### src/rtl/mem_port_arbiter.sv
`default_nettype none
// +----------------------------------------------------------------------------+
// | mem_port_arbiter                                                           |
// | Round-robin arbiter/sequencer of ports A and B onto a single-port memory.  |
// | Revision: 1.0                                                              |
// +----------------------------------------------------------------------------+
module mem_port_arbiter #(
  parameter int DATA_WIDTH = 16,
  parameter int ADDR_WIDTH = 16,
  parameter int LOCK_MAX   = 4
) (
  input  logic                         clk,
  input  logic                         reset,
  input  logic                         a_req,
  input  logic [ADDR_WIDTH-1:0]        a_addr,
  input  logic                         a_we,
  input  logic signed [DATA_WIDTH-1:0] a_wdata,
  output logic                         a_gnt,
  output logic                         a_rvalid,
  output logic signed [DATA_WIDTH-1:0] a_rdata,
  input  logic                         b_req,
  input  logic [ADDR_WIDTH-1:0]        b_addr,
  input  logic                         b_we,
  input  logic signed [DATA_WIDTH-1:0] b_wdata,
  input  logic                         b_lock,
  output logic                         b_gnt,
  output logic                         b_rvalid,
  output logic signed [DATA_WIDTH-1:0] b_rdata,
  output logic [ADDR_WIDTH-1:0]        mem_addr,
  output logic signed [DATA_WIDTH-1:0] mem_data,
  output logic                         mem_we,
  input  logic signed [DATA_WIDTH-1:0] mem_q
);

  localparam int unsigned             c_cnt_w    = $clog2(LOCK_MAX + 1);
  localparam logic [c_cnt_w-1:0]      c_lock_max = c_cnt_w'(LOCK_MAX);

  logic                         a_gnt_q, a_gnt_d, b_gnt_q, b_gnt_d;
  logic                         a_rvalid_q, a_rvalid_d, b_rvalid_q, b_rvalid_d;
  logic signed [DATA_WIDTH-1:0] a_rdata_q, a_rdata_d, b_rdata_q, b_rdata_d;
  logic [ADDR_WIDTH-1:0]        mem_addr_q, mem_addr_d;
  logic signed [DATA_WIDTH-1:0] mem_data_q, mem_data_d;
  logic                         mem_we_q, mem_we_d;
  logic                         last_b_q, last_b_d;
  logic [c_cnt_w-1:0]           lock_cnt_q, lock_cnt_d;

  logic w_lock_active, w_a_elig, w_b_elig, w_grant_a, w_grant_b;

  // A port whose grant is still showing is skipped so a held request is not served twice.
  assign w_lock_active = b_lock && b_req && (lock_cnt_q < c_lock_max);
  assign w_a_elig      = a_req && !a_gnt_q && !w_lock_active;
  assign w_b_elig      = b_req && !b_gnt_q;
  assign w_grant_a     = w_a_elig && (!w_b_elig || last_b_q);
  assign w_grant_b     = w_b_elig && (!w_a_elig || !last_b_q);

  always_comb begin
    a_gnt_d    = 1'b0;
    b_gnt_d    = 1'b0;
    a_rvalid_d = 1'b0;
    b_rvalid_d = 1'b0;
    a_rdata_d  = a_rdata_q;
    b_rdata_d  = b_rdata_q;
    mem_addr_d = mem_addr_q;
    mem_data_d = mem_data_q;
    mem_we_d   = 1'b0;
    last_b_d   = last_b_q;
    lock_cnt_d = lock_cnt_q;

    // mem_we_q still describes the access that is on the bus this cycle.
    if (a_gnt_q && !mem_we_q) begin
      a_rvalid_d = 1'b1;
      a_rdata_d  = mem_q;
    end
    if (b_gnt_q && !mem_we_q) begin
      b_rvalid_d = 1'b1;
      b_rdata_d  = mem_q;
    end

    if (w_grant_a) begin
      a_gnt_d    = 1'b1;
      mem_addr_d = a_addr;
      mem_data_d = a_wdata;
      mem_we_d   = a_we;
      last_b_d   = 1'b0;
    end else if (w_grant_b) begin
      b_gnt_d    = 1'b1;
      mem_addr_d = b_addr;
      mem_data_d = b_wdata;
      mem_we_d   = b_we;
      last_b_d   = 1'b1;
    end

    if (!b_lock) begin
      lock_cnt_d = '0;
    end else if (w_grant_b && w_lock_active) begin
      lock_cnt_d = lock_cnt_q + c_cnt_w'(1);
    end
  end

  always_ff @(posedge clk) begin
    if (reset) begin
      a_gnt_q    <= 1'b0;
      b_gnt_q    <= 1'b0;
      a_rvalid_q <= 1'b0;
      b_rvalid_q <= 1'b0;
      a_rdata_q  <= '0;
      b_rdata_q  <= '0;
      mem_addr_q <= '0;
      mem_data_q <= '0;
      mem_we_q   <= 1'b0;
      last_b_q   <= 1'b1;
      lock_cnt_q <= '0;
    end else begin
      a_gnt_q    <= a_gnt_d;
      b_gnt_q    <= b_gnt_d;
      a_rvalid_q <= a_rvalid_d;
      b_rvalid_q <= b_rvalid_d;
      a_rdata_q  <= a_rdata_d;
      b_rdata_q  <= b_rdata_d;
      mem_addr_q <= mem_addr_d;
      mem_data_q <= mem_data_d;
      mem_we_q   <= mem_we_d;
      last_b_q   <= last_b_d;
      lock_cnt_q <= lock_cnt_d;
    end
  end

  assign a_gnt    = a_gnt_q;
  assign b_gnt    = b_gnt_q;
  assign a_rvalid = a_rvalid_q;
  assign b_rvalid = b_rvalid_q;
  assign a_rdata  = a_rdata_q;
  assign b_rdata  = b_rdata_q;
  assign mem_addr = mem_addr_q;
  assign mem_data = mem_data_q;
  assign mem_we   = mem_we_q;

endmodule
`default_nettype wire

### config.mk
export PLATFORM = sky130hd
export DESIGN_NAME = mem_port_arbiter
export DESIGN_NICKNAME = d
export VERILOG_FILES = /design/src/rtl/mem_port_arbiter.sv
export SDC_FILE = /design/constraint.sdc
export NUM_CORES = 1
export LEC_CHECK = 0
export BUFFER_PORTS_ARGS = -buffer_cell sky130_fd_sc_hd__buf_2
export CORE_MARGIN = 2
export CORE_UTILIZATION = 39
export DETAILED_ROUTE_END_ITERATION = 12
export PLACE_DENSITY = 0.77
export SYNTH_ARGS = -nofsm -noshare
export SYNTH_HDL_FRONTEND = slang
export SYNTH_SLANG_ARGS = --single-unit
### constraint.sdc
create_clock -name clk -period 4.3 [get_ports clk]
set_input_delay 0.645 -clock clk [delete_from_list [all_inputs] [get_ports clk]]
set_output_delay 0.645 -clock clk [all_outputs]
set_load 0.01 [all_outputs]
# Word level (Yosys, flattened, before mapping)
# Index checks and enable logic that the tools add are counted.
# classes
mux	12
reduce_logical	22
bitwise_logic	1
magnitude_cmp	1
n_addsub	1
# op_table
cell	n
two-way mux 16 bit	4
logical AND 1 bit	10
two-way mux 1 bit	8
logical NOT 1 bit	7
OR reduction 2 bit	2
adder 3 x 1 -> 3 bit, second input constant	1
< comparator 3 bit, second input constant	1
logical OR 1 bit	2
nonzero test 2 bit	1
NOT 1 bit	1
# totals
in_bits	87
output_inout_bits	69
reg_bits	73

# Logic depth before layout (Yosys ltp)
# Gate-level depths: netlist (run 1).
# depth
word_depth	9
mapped_depth	6
depth_no_buf	3

# Least setup slack after synthesis (run 1)
# OpenSTA, ideal clock, no wires.
# synth_timing
path_kind	input-to-reg
startpoint	in a_req
endpoint	reg mem_addr_q[10], in the netlist mem_addr[10]
path_stages	6
path_slack_ns	2.571
arrival_ns	1.611
required_time_ns	4.181
cell_sequence	nor2b_1 -> buf_2 -> a31o_1 -> buf_2 -> buf_2 -> o221a_1
# synth_via
elab_chain_len	6
elab_cells_between_ends	8
cone_classes	1 x mux; 7 x reduce/logical
# synth_lines
item	line_no	text
start, declared	14	input logic a_req,
logical AND 1 bit (*) (2 in a row)	51	assign w_a_elig = a_req && !a_gnt_q && !w_lock_active;
logical NOT 1 bit	54	assign w_grant_b = w_b_elig && (!w_a_elig || !last_b_q);
logical OR 1 bit	54	
logical AND 1 bit	54	
nonzero test 2 bit (no line)	n/a	
end signal, assigned	120	mem_addr_q <= mem_addr_d;
end, declared	41	logic [ADDR_WIDTH-1:0] mem_addr_q, mem_addr_d;
# Mark *: on every way between the ends. The rest lies on a longest branch, timed or not.
# A chain may end at the register's enable or synchronous reset.

# Worst setup path in the final report (run 1)
# layout_timing
startpoint	in a_req
endpoint	reg mem_addr_q[15], in the netlist mem_addr[15]
# Same word-level chain as after synthesis.

==> summary.txt, run 1 <==
Critical path
  – Startpoint type of the worst setup path: primary input
  – R2r setup slk: 2.20 ns
  – Crit path required time: 4.57 ns
  – WP data arrival: 2.42 ns
  – Crit path max fanout: 34
  – FF-to-FF path depth: 5
  – Worst reg2reg endpoint: mem_addr[15]
  – Critical Path Sink Type: flip-flop
  – Crit path kind: in -> reg
  – R2R Path Start: a_gnt

Timing
  – Max Slew Vio Count: 0
  – Unrepaired setup endpoints after global routing: false
  – Period Utilization, post-route: 50.0%
  – Worst relative slew slack: 25.3%
  – Min Tclk post-route: 2.15 ns
  – Slew of the pin with the lowest slew margin: 1.12 ns
  – Setup TNS: 0 ns
  – Max Fclk: 0.465 GHz
  – Worst hold slack: 0.456 ns
  – Final Hold Vio Count: 0
  – Setup-failing EPs final: 0
  – Setup ws final: 2.15 ns
  – Clock skew: 0.00958 ns

Power and ir drop
  – Total power draw: 1.47 mW
  – VDD IR max: 0.199 mV
  – Leakage power: 1.88 nW
  – P per Cell Area: 356 nW/um2

Placed design
  – Buffers on Ports: 155
  – Placer Congestion: 0.791
  – Pre-CTS setup slack: 1.82 ns
  – Placed cells: 563
  – Post-DP HPWL: 6.04 mm
  – Placed Area: 3990 um2

Logic synthesis
  – Top-area cell type share of the netlist area: 45.7%
  – Yosys warnings: 0
  – Post-synth ARST share: 0%
  – Yosys reg bits: 73
  – Synth cell types: 27
  – Yosys top cell by area: dfxtp_1
  – Post-synthesis sequential area ratio: 45.7%
  – Number of synthesized flops with an enable pin: 0
  – Synth top area cells: dfxtp_1 46%, a41oi_2 14%, o221a_1 9.9%, nand2_1 7.6%, a21oi_1 5.2%
  – Syn avg cell area: 9.64 um2
  – Syn Std Cell Area: 3200 um2
  – Cells after synthesis: 332
  – Syn nets: 420
  – Most used DFF post-synth: dfxtp_1

Hold path
  – Hold path endpoint: a_rdata[15]
  – HP Start: a_rdata[15]
  – Hold crit path type: reg -> reg
  – Min-Delay Path Depth: 2

Global routing
  – Initial antenna violation count: 0
  – Largest net degree at the start of global routing: 43
  – Gr usage total: 19.0%
  – Vias in the first global route: 2860
  – Overflow after GRT: 0
  – First-pass GRT wire length: 13.7 mm

Floorplan
  – # rows: 33
  – Io pins: 156
  – Starting density of the core: 39.5%
  – Die area: 8950 um2
  – Core area: 8090 um2
  – Die height: 94.6 um
  – Die W: 94.6 um

Flow run
  – # Max-Cap Violations: 0

Drt
  – Mean routed wirelength per cell: 15.1 um
  – Final wirelength: 8.74 mm
  – Via-to-Cell Ratio: 5.16
  – Vias: 2978
  – Drt drc: 0
  – Final ANT Viol Nets: 0
  – Iteration-0 DRC Markers: 132
  – First-pass iteration count of the detailed router: 4

Clock network
  – CTS Sinks: 73
  – Clock buffer depth: 2
  – Setup bufs post-CTS: 0
  – Cts repair resizes: 0
  – Root buffer cell: clkbuf_8
  – CTS Buf Count: 9
  – Clock H-tree levels: 3
  – Clock transition at path regs: 0.08 ns
  – Post-cts hold buffer count: 0
  – CTS tree: done
  – Skew-Pair Late Insertion Delay: 0.33 ns

Layout
  – Fin nets: 557
  – Design area: 4140 um2
  – Antenna diodes: 0
  – Share of layout cells above drive strength 1: 44.1%
  – Non-Filler Instances: 577
  – Most common cell after layout, fill and taps aside: buf_2
  – Most frequent cells in the layout: 155 x buf_2, 73 x dfxtp_1, 65 x nand2_1
  – Core Util, Final: 51.1%
  – Synthesis-to-layout area growth: 29.3%

Status
  – Status: completed
## report_power, final
part | total, mW | internal (mW) | switching (mW)
clock network | 0.439 | 0.200 | 0.239
logic | 0.279 | 0.123 | 0.157
registers | 0.755 | 0.725 | 0.0292
## per-layer routing
metal  vias up  routed length, um  share of wire [%]  track usage (%)
met2        96               4350                 50             32.0
li1       1449                  -                  -                -
met3        23                397                4.5             3.11
met4         0                234                2.7             8.57
met1      1410               3760                 43             24.0
met5         -                  0                  0                0
## state kept, by name, indices dropped and copies added, names as in the netlist
register and count:
last_b_q 1, mem_addr 16, lock_cnt_q 3, a_rvalid 1, mem_data 16, b_gnt 1
b_rdata 16, b_rvalid 1, a_gnt 1, a_rdata 16, mem_we 1
## cells in the mapped netlist, types with 2 or more instances
master,instances
nand3b_1,2
nor2b_1,3
a21oi_1,33
inv_1,34
nor2_1,6
a41oi_1,4
dfxtp_1,73
o221a_1,28
buf_1,3
a41oi_2,28
buf_6,4
nand2b_1,6
clkbuf_1,19
nand2_1,65
o221a_2,4
buf_2,8
o21ai_0,2
## worst max path at each step
stage / slack [ns] / depth (start not counted) / startpoint / to
after floorplan: 2.57 / 6 / a_req / mem_addr[10]
after global placement: 1.93 / 6 / a_req / mem_addr[4]
after detailed placement: 1.82 / 6 / a_req / mem_addr[2]
after CTS: 2.18 / 6 / a_req / mem_addr[15]
after global routing: 2.06 / 6 / a_req / mem_addr[15]
final: 2.15 / 6 / a_req / mem_addr[15]
## cell type report
| class | instances | area (um2) |
|---|---|---|
| inverter | 34 | 128 |
| clock inverter | 4 | 22.5 |
| timing repair buffer | 160 | 813 |
| tap | 105 | 131 |
| fill | 788 | 3950 |
| multi-input combinational | 191 | 1460 |
| sequential | 73 | 1460 |
| clock buffer | 10 | 128 |
## cell families (layout without fill, tap and decap cells)
family,count (synthesis),after routing,share of synthesized area (%)
AO/OA/AOI/OAI,103,103,33.0
XOR/XNOR,1,1,0.274
adder cells (fa/ha/maj),1,1,0.391
buffers and inverters,68,208,9.23
flip-flops,73,73,45.7
AND/OR/NAND/NOR,86,86,11.5
## worst max-delay path, cell delays in order
cell and delay (ns):
buf_2 0.10, nor2b_4 0.12, buf_4 0.44, a31o_1 0.49, buf_4 0.38, o221a_1 0.23
Note: power is estimated with default switching activity, not from simulation.
==> run 2: changes to the inputs <==
Settings changed: ABC_AREA from default to 1, PLACE_DENSITY 0.77 to 0.78.
Clock period 4.3 ns to 1.8 ns, I/O delays scaled along.
==> run 2 against run 1 <==
Net effect: sequential share of layout area down 3.0 points; combinational power rose to 3.2 times the previous value; non-clock buffer count up 9; first-iteration DRC count is the same; critical path depth up 2; highest routed layer unchanged.
==> summary.txt, run 2 <==
Drt
  – Final wirelength: 9.59 mm (+9.8%)
  – Iteration-0 DRC Markers: 132 (unchanged)
  – Via-to-Cell Ratio: 4.86 (-5.8%)
  – Final ANT Viol Nets: 0 (unchanged)
  – First-pass iteration count of the detailed router: 4 (unchanged)
  – Vias: 3692 (+24%)
  – Drt drc: 0 (unchanged)
  – Mean routed wirelength per cell: 12.6 um (-17%)

Logic synthesis
  – Synth cell types: 23 (-15%)
  – Syn nets: 587 (+40%)
  – Syn Std Cell Area: 3470 um2 (+8.4%)
  – Number of synthesized flops with an enable pin: 0 (unchanged)
  – Post-synth top cells: 106 x nand2_1, 73 x dfxtp_1, 72 x inv_1, 69 x nor2_1, 34 x nand3_1
  – Top-area cell type share of the netlist area: 42.1% (-3.5 points)
  – Most numerous cell in the Yosys netlist: nand2_1
  – Post-synthesis sequential area ratio: 42.1% (-3.5 points)
  – Most used DFF post-synth: dfxtp_1
  – Cells after synthesis: 499 (+50%)
  – Yosys reg bits: 73 (unchanged)
  – Yosys top cell by area: dfxtp_1
  – Syn avg cell area: 6.95 um2 (-28%)
  – Yosys warnings: 0 (unchanged)
  – Post-synth ARST share: 0% (unchanged)
  – Synth top area cells: dfxtp_1 42%, nand2_1 11%, inv_1 7.8%, nor2_1 7.5%, nand3b_1 6.9%

Critical path
  – Crit path max fanout: 19 (-44%)
  – Crit path largest cell delay: 0.32 ns (-0.17 ns)
  – Crit path kind: reg -> reg
  – CP bufs+invs: 3 (unchanged)
  – Crit path required time: 2.10 ns (-2.47 ns)
  – Top delay family on crit path: simple AND/OR/NAND/NOR gates
  – Startpoint type of the worst setup path: flip-flop
  – WP data arrival: 1.73 ns (-0.69 ns)
  – Crit path cell chain: inv_1 -> nand3_4 -> nand3_2 -> buf_4 -> nand2_1 -> nand3_1 -> nand2_1 -> inv_1
  – Slowest library cell on the worst path: dfxtp_1
  – Critical Path Sink Type: flip-flop

Clock network
  – Clock buffer depth: 2 (unchanged)
  – Post-cts hold buffer count: 0 (unchanged)
  – CTS Buf Count: 9 (unchanged)
  – Skew-Pair Late Insertion Delay: 0.35 ns (+0.02 ns)
  – Root buffer cell: clkbuf_8
  – Setup bufs post-CTS: 0 (unchanged)
  – Cts repair resizes: 0 (unchanged)
  – CTS Sinks: 73 (unchanged)
  – Clock transition at path regs: 0.09 ns (about the same)
  – Clock H-tree levels: 3 (unchanged)
  – CTS tree: done

Timing
  – Min Tclk post-route: 1.42 ns
  – Setup-failing EPs final: 0 (unchanged)
  – Final Hold Vio Count: 0 (unchanged)
  – Max Slew Vio Count: 0 (unchanged)
  – Slew of the pin with the lowest slew margin: 0.507 ns (-0.611 ns)
  – Unrepaired setup endpoints after global routing: false
  – Worst hold slack: 0.120 ns (-0.336 ns)
  – Clock skew: 0.00873 ns (-0.000851 ns)
  – Worst relative slew slack: 66.0% (+41 points)
  – Setup ws final: 0.375 ns (-1.77 ns)
  – Setup TNS: 0 ns (unchanged)
  – Period Utilization, post-route: 79.2%
  – Max Fclk: 0.702 GHz

Power and ir drop
  – Clock power frac: 31.2% (+1.4 points)
  – Logic pwr share: 22.5% (+3.6 points)
  – P_int: 2.65 mW (+150%)
  – Sw Share: 32.3% (+3.5 points)
  – Net Sw Power: 1.26 mW (+200%)
  – P per Cell Area: 866 nW/um2 (+140%)
  – Leakage power: 2.66 nW (+41%)
  – VDD IR max: 0.396 mV (+99%)
  – Total power draw: 3.91 mW (+170%)
  – Register share of total power: 46.3% (-4.9 points)

Floorplan
  – Io pins: 156 (unchanged)
  – Die height: 98.3 um (+3.9%)
  – Die W: 98.3 um (+3.9%)
  – Die area: 9670 um2 (+8.0%)
  – # rows: 34 (+3.0%)
  – Starting density of the core: 40.0% (+0.43 points)
  – Core area: 8680 um2 (+7.2%)

Layout
  – Core Util, Final: 52.1% (+0.92 points)
  – Synthesis-to-layout area growth: 30.2%
  – Antenna diodes: 0 (unchanged)
  – Share of layout cells above drive strength 1: 30.0% (-14 points)
  – Most frequent cells in the layout: 155 x buf_2, 106 x nand2_1, 73 x dfxtp_1
  – Fin nets: 734 (+32%)
  – Most common cell after layout, fill and taps aside: buf_2

Global routing
  – Overflow after GRT: 0 (unchanged)
  – Vias in the first global route: 3524 (+23%)
  – Largest net degree at the start of global routing: 67 (+56%)
  – Initial antenna violation count: 0 (unchanged)
  – Gr usage total: 19.9% (+0.83 points)
  – First-pass GRT wire length: 15.9 mm (+16%)

Placed design
  – Placer Congestion: 0.820 (+3.7%)
  – Post-DP HPWL: 6.86 mm (+14%)
  – Pre-CTS setup slack: 0.360 ns (-1.46 ns)
  – Buffers on Ports: 155 (unchanged)

Hold path
  – Hold crit path type: in -> reg

Status
  – Status: completed

Flow run
  – # Max-Cap Violations: 0 (unchanged)
run 2: area by class of cell:
class | count | area, um2
fill | 869 | 4160
multi-input combinational | 319 | 1550
sequential | 73 | 1460
timing repair buffer | 169 | 906
inverter | 74 | 278
tap | 108 | 135
clock buffer | 9 | 124
clock inverter | 7 | 61.3
run 2: path summary, 6_finish.rpt:
kind                            depth (start not counted)  slack, ns           from           end
worst max-delay path                                    8       0.38  lock_cnt_q[2]  mem_data[15]
worst min-delay path                                    3       0.12           a_we        mem_we
worst max register to register                          8       0.38  lock_cnt_q[2]  mem_data[15]
worst min register to register                          2       0.48     a_rdata[6]    a_rdata[6]
run 2: layer usage:
layer / vias to the layer above / wire [um] / global-route usage (%)
met1: 1670 / 4260 / 25.0
li1: 1870 / - / -
met4: 0 / 134 / 7.27
met2: 140 / 4410 / 32.3
met5: - / 0 / 0
met3: 12 / 780 / 5.94
run 2: cells by family after synthesis:
kind of cell | after synthesis | synth area share [%]
fa+ha+maj | 1 | 0.361
buf+inv | 107 | 13.1
flops | 73 | 42.1
simple gates | 282 | 39.1
compound gates | 36 | 5.26
run 2: tightest hold or removal path: cells and delay by family:
| kind | cells | cell delay [ns] |
|---|---|---|
| buffers and inverters | 1 | 0.08 |
| and+or+nand+nor | 2 | 0.09 |
run 2: power groups by stage:
stage	clock network, mW	registers [mW]	logic, mW
4_1_cts	1.27	1.81	0.884
6_report	1.22	1.81	0.879
2_1_floorplan	0	1.91	0.473
3_5_place_dp	0	1.85	0.880
3_3_place_gp	0	1.85	0.861
5_1_grt	1.34	1.83	0.988
run 2: per-stage QoR:
step	cells	cell area, um2
final	759	4520
after global routing	759	4520
after CTS	759	4520
after detailed placement	743	4330
after global placement	743	4330
after floorplan	499	3470
==> run 3: changes to the inputs <==
Settings changed: ABC_AREA 1 to 0, PLACE_DENSITY 0.78 to 0.79.
Clock period 1.8 ns to 1.2 ns, I/O delays scaled along.
==> run 3 against run 2 <==
Net effect: clock-buffer cell count did not move; design area grew 1.1%; sequential share of layout area decreased by 0.20 points; first-iteration DRC count shrank 14%; the run now ends with setup timing left; fmax up 2.6%; global-route usage decreased by 0.23 points; setup slack worse by 0.56 ns; routed wire length fell by 7.5%; utilization is 4.4 points higher; critical endpoint is now mem_addr[7]; power increased by 47%; critical path depth down 4.
==> summary.txt, run 3 (synthesis results as in run 1) <==
Hold path
  – Hold crit path type: in -> reg

Layout
  – Antenna diodes: 0 (unchanged)
  – Core Util, Final: 56.4% (+4.4 points)
  – Fin nets: 578 (-21%)
  – Design area: 4570 um2 (+1.1%)
  – Share of layout cells above drive strength 1: 49.3% (+19 points)
  – Most frequent cells in the layout: 155 x buf_2, 70 x dfxtp_1, 65 x nand2_1
  – Most common cell after layout, fill and taps aside: buf_2
  – Synthesis-to-layout area growth: 42.7%

Floorplan
  – Core area: 8090 um2 (-6.7%)
  – Starting density of the core: 39.5% (-0.43 points)
  – Die W: 94.6 um (-3.8%)
  – Io pins: 156 (unchanged)
  – # rows: 33 (-2.9%)
  – Die height: 94.6 um (-3.8%)
  – Die area: 8950 um2 (-7.4%)

Placed design
  – Placed Area: 4220 um2 (-2.5%)
  – Post-DP HPWL: 6.11 mm (-11%)
  – Buffers on Ports: 155 (unchanged)
  – Placer Congestion: 0.795 (-3.0%)
  – Pre-CTS setup slack: -0.314 ns (-0.674 ns)

Critical path
  – Top delay family on crit path: compound AO/OA/AOI/OAI gates
  – Critical Path Sink Type: flip-flop
  – Crit path kind: reg -> reg
  – Crit path cell chain: nand3b_1 -> a31o_4 -> buf_12 -> o221a_1
  – CP bufs+invs: 1 (-2)
  – Crit path required time: 1.43 ns (-0.67 ns)
  – Crit path largest cell delay: 0.33 ns (about the same)
  – Slowest library cell on the worst path: dfxtp_2
  – WP data arrival: 1.62 ns (-0.11 ns)
  – Startpoint type of the worst setup path: flip-flop
  – Crit path max fanout: 14 (-5)

Power and ir drop
  – VDD IR max: 1.05 mV (+160%)
  – Leakage power: 2.08 nW (-22%)
  – P per Cell Area: 1260 nW/um2 (+46%)

Timing
  – Setup ws final: -0.188 ns (-0.563 ns)
  – Clock skew: 0.0142 ns (+0.00546 ns)
  – Max Slew Vio Count: 0 (unchanged)
  – Worst relative slew slack: 77.0% (+11 points)
  – Slew of the pin with the lowest slew margin: 0.344 ns (-0.163 ns)
  – Period Utilization, post-route: 116% (+37 points)
  – Final Hold Vio Count: 0 (unchanged)
  – Unrepaired setup endpoints after global routing: true
  – Max Fclk: 0.720 GHz (+2.6%)
  – Setup-failing EPs final: 34 (+34)
  – Min Tclk post-route: 1.39 ns (-0.0366 ns)
  – Setup TNS: -5.32 ns (-5.32 ns)

Clock network
  – Clock buffer depth: 2 (unchanged)
  – Root buffer cell: clkbuf_8
  – Post-cts hold buffer count: 0 (unchanged)
  – Clock H-tree levels: 3 (unchanged)
  – Skew-Pair Late Insertion Delay: 0.35 ns (about the same)
  – CTS Buf Count: 9 (unchanged)
  – Clock transition at path regs: 0.10 ns (about the same)
  – CTS tree: done
  – CTS Sinks: 73 (unchanged)

Global routing
  – Largest net degree at the start of global routing: 48 (-28%)
  – Overflow after GRT: 0 (unchanged)
  – Vias in the first global route: 2980 (-15%)
  – Initial antenna violation count: 0 (unchanged)
  – Gr usage total: 19.6% (-0.23 points)
  – First-pass GRT wire length: 13.8 mm (-13%)

Flow run
  – # Max-Cap Violations: 0 (unchanged)

Drt
  – Via-to-Cell Ratio: 5.20 (+6.8%)
  – First-pass iteration count of the detailed router: 4 (unchanged)
  – Mean routed wirelength per cell: 14.8 um (+17%)
  – Final wirelength: 8.87 mm (-7.5%)
  – Drt drc: 0 (unchanged)
  – Vias: 3118 (-16%)
  – Iteration-0 DRC Markers: 114 (-14%)
  – Final ANT Viol Nets: 0 (unchanged)

Status
  – Status: finished with violations
  – Violated checks: setup timing
## run 3: cell count changes in the layout (fill, tap and decap cells not counted), sizes merged, moves of 33 or more
cell   previous run  this run
nor2             71         6
inv              77        38
nand3            37         1
nand2           108        65
nand4            33         0
## run 3: worst reg2reg max path: cells and delay by family (launching register included)
family / cells / cell delay (ns)
simple gates: 1 / 0.23
buf+inv: 1 / 0.16
flops: 1 / 0.33
compound gates: 2 / 0.56
## run 3: layer usage
metal,wire (um),GRT usage (%),share of wire (%)
met5,0,0,0
met4,80,4.47,0.90
met3,733,7.02,8.3
met2,4320,34.7,49
met1,3740,22.7,42
## run 3: cell type report
class	count	area (um2)
multi-input cells	191	1530
fillers	710	3530
repair buffers	181	1110
well taps	105	131
flip-flops and latches	73	1470
clock buffers	9	124
clock inverters	7	71.3
inverters	34	128
## run 3: worst paths after layout
check / startpoint / to / slack, ns / cells after the start
max: lock_cnt_q[2] / mem_addr[7] / -0.19 / 4
min: mem_q[4] / a_rdata[4] / 0.07 / 3
max reg2reg: lock_cnt_q[2] / mem_addr[7] / -0.19 / 4
min reg2reg: a_rdata[14] / a_rdata[14] / 0.46 / 2
## run 3: power by group
group          internal, mW  total (mW)  switching, mW  leakage (nW)
Combinational         0.575        1.18          0.609          1.38
Sequential             2.60        2.69         0.0943         0.602
Clock                 0.811        1.90           1.08        0.0931
Total                  3.98        5.77           1.79          2.08
## run 3: timing repair
item | in CTS | in global routing
resized for setup | 14 | 3
cloned | 2 | 0
setup buffers | 0 | 1
pin swaps | 2 | 0
setup endpoints to repair | 35 | 35
## run 3: stage by stage
step	cells	total power, mW	hold WS [ns]
2_1_floorplan	332	3.37	0.316
6_report	600	5.77	0.0653
5_1_grt	600	6.07	0.0586
3_3_place_gp	581	3.83	0.433
3_5_place_dp	581	3.86	0.439
4_1_cts	599	5.83	0.0522
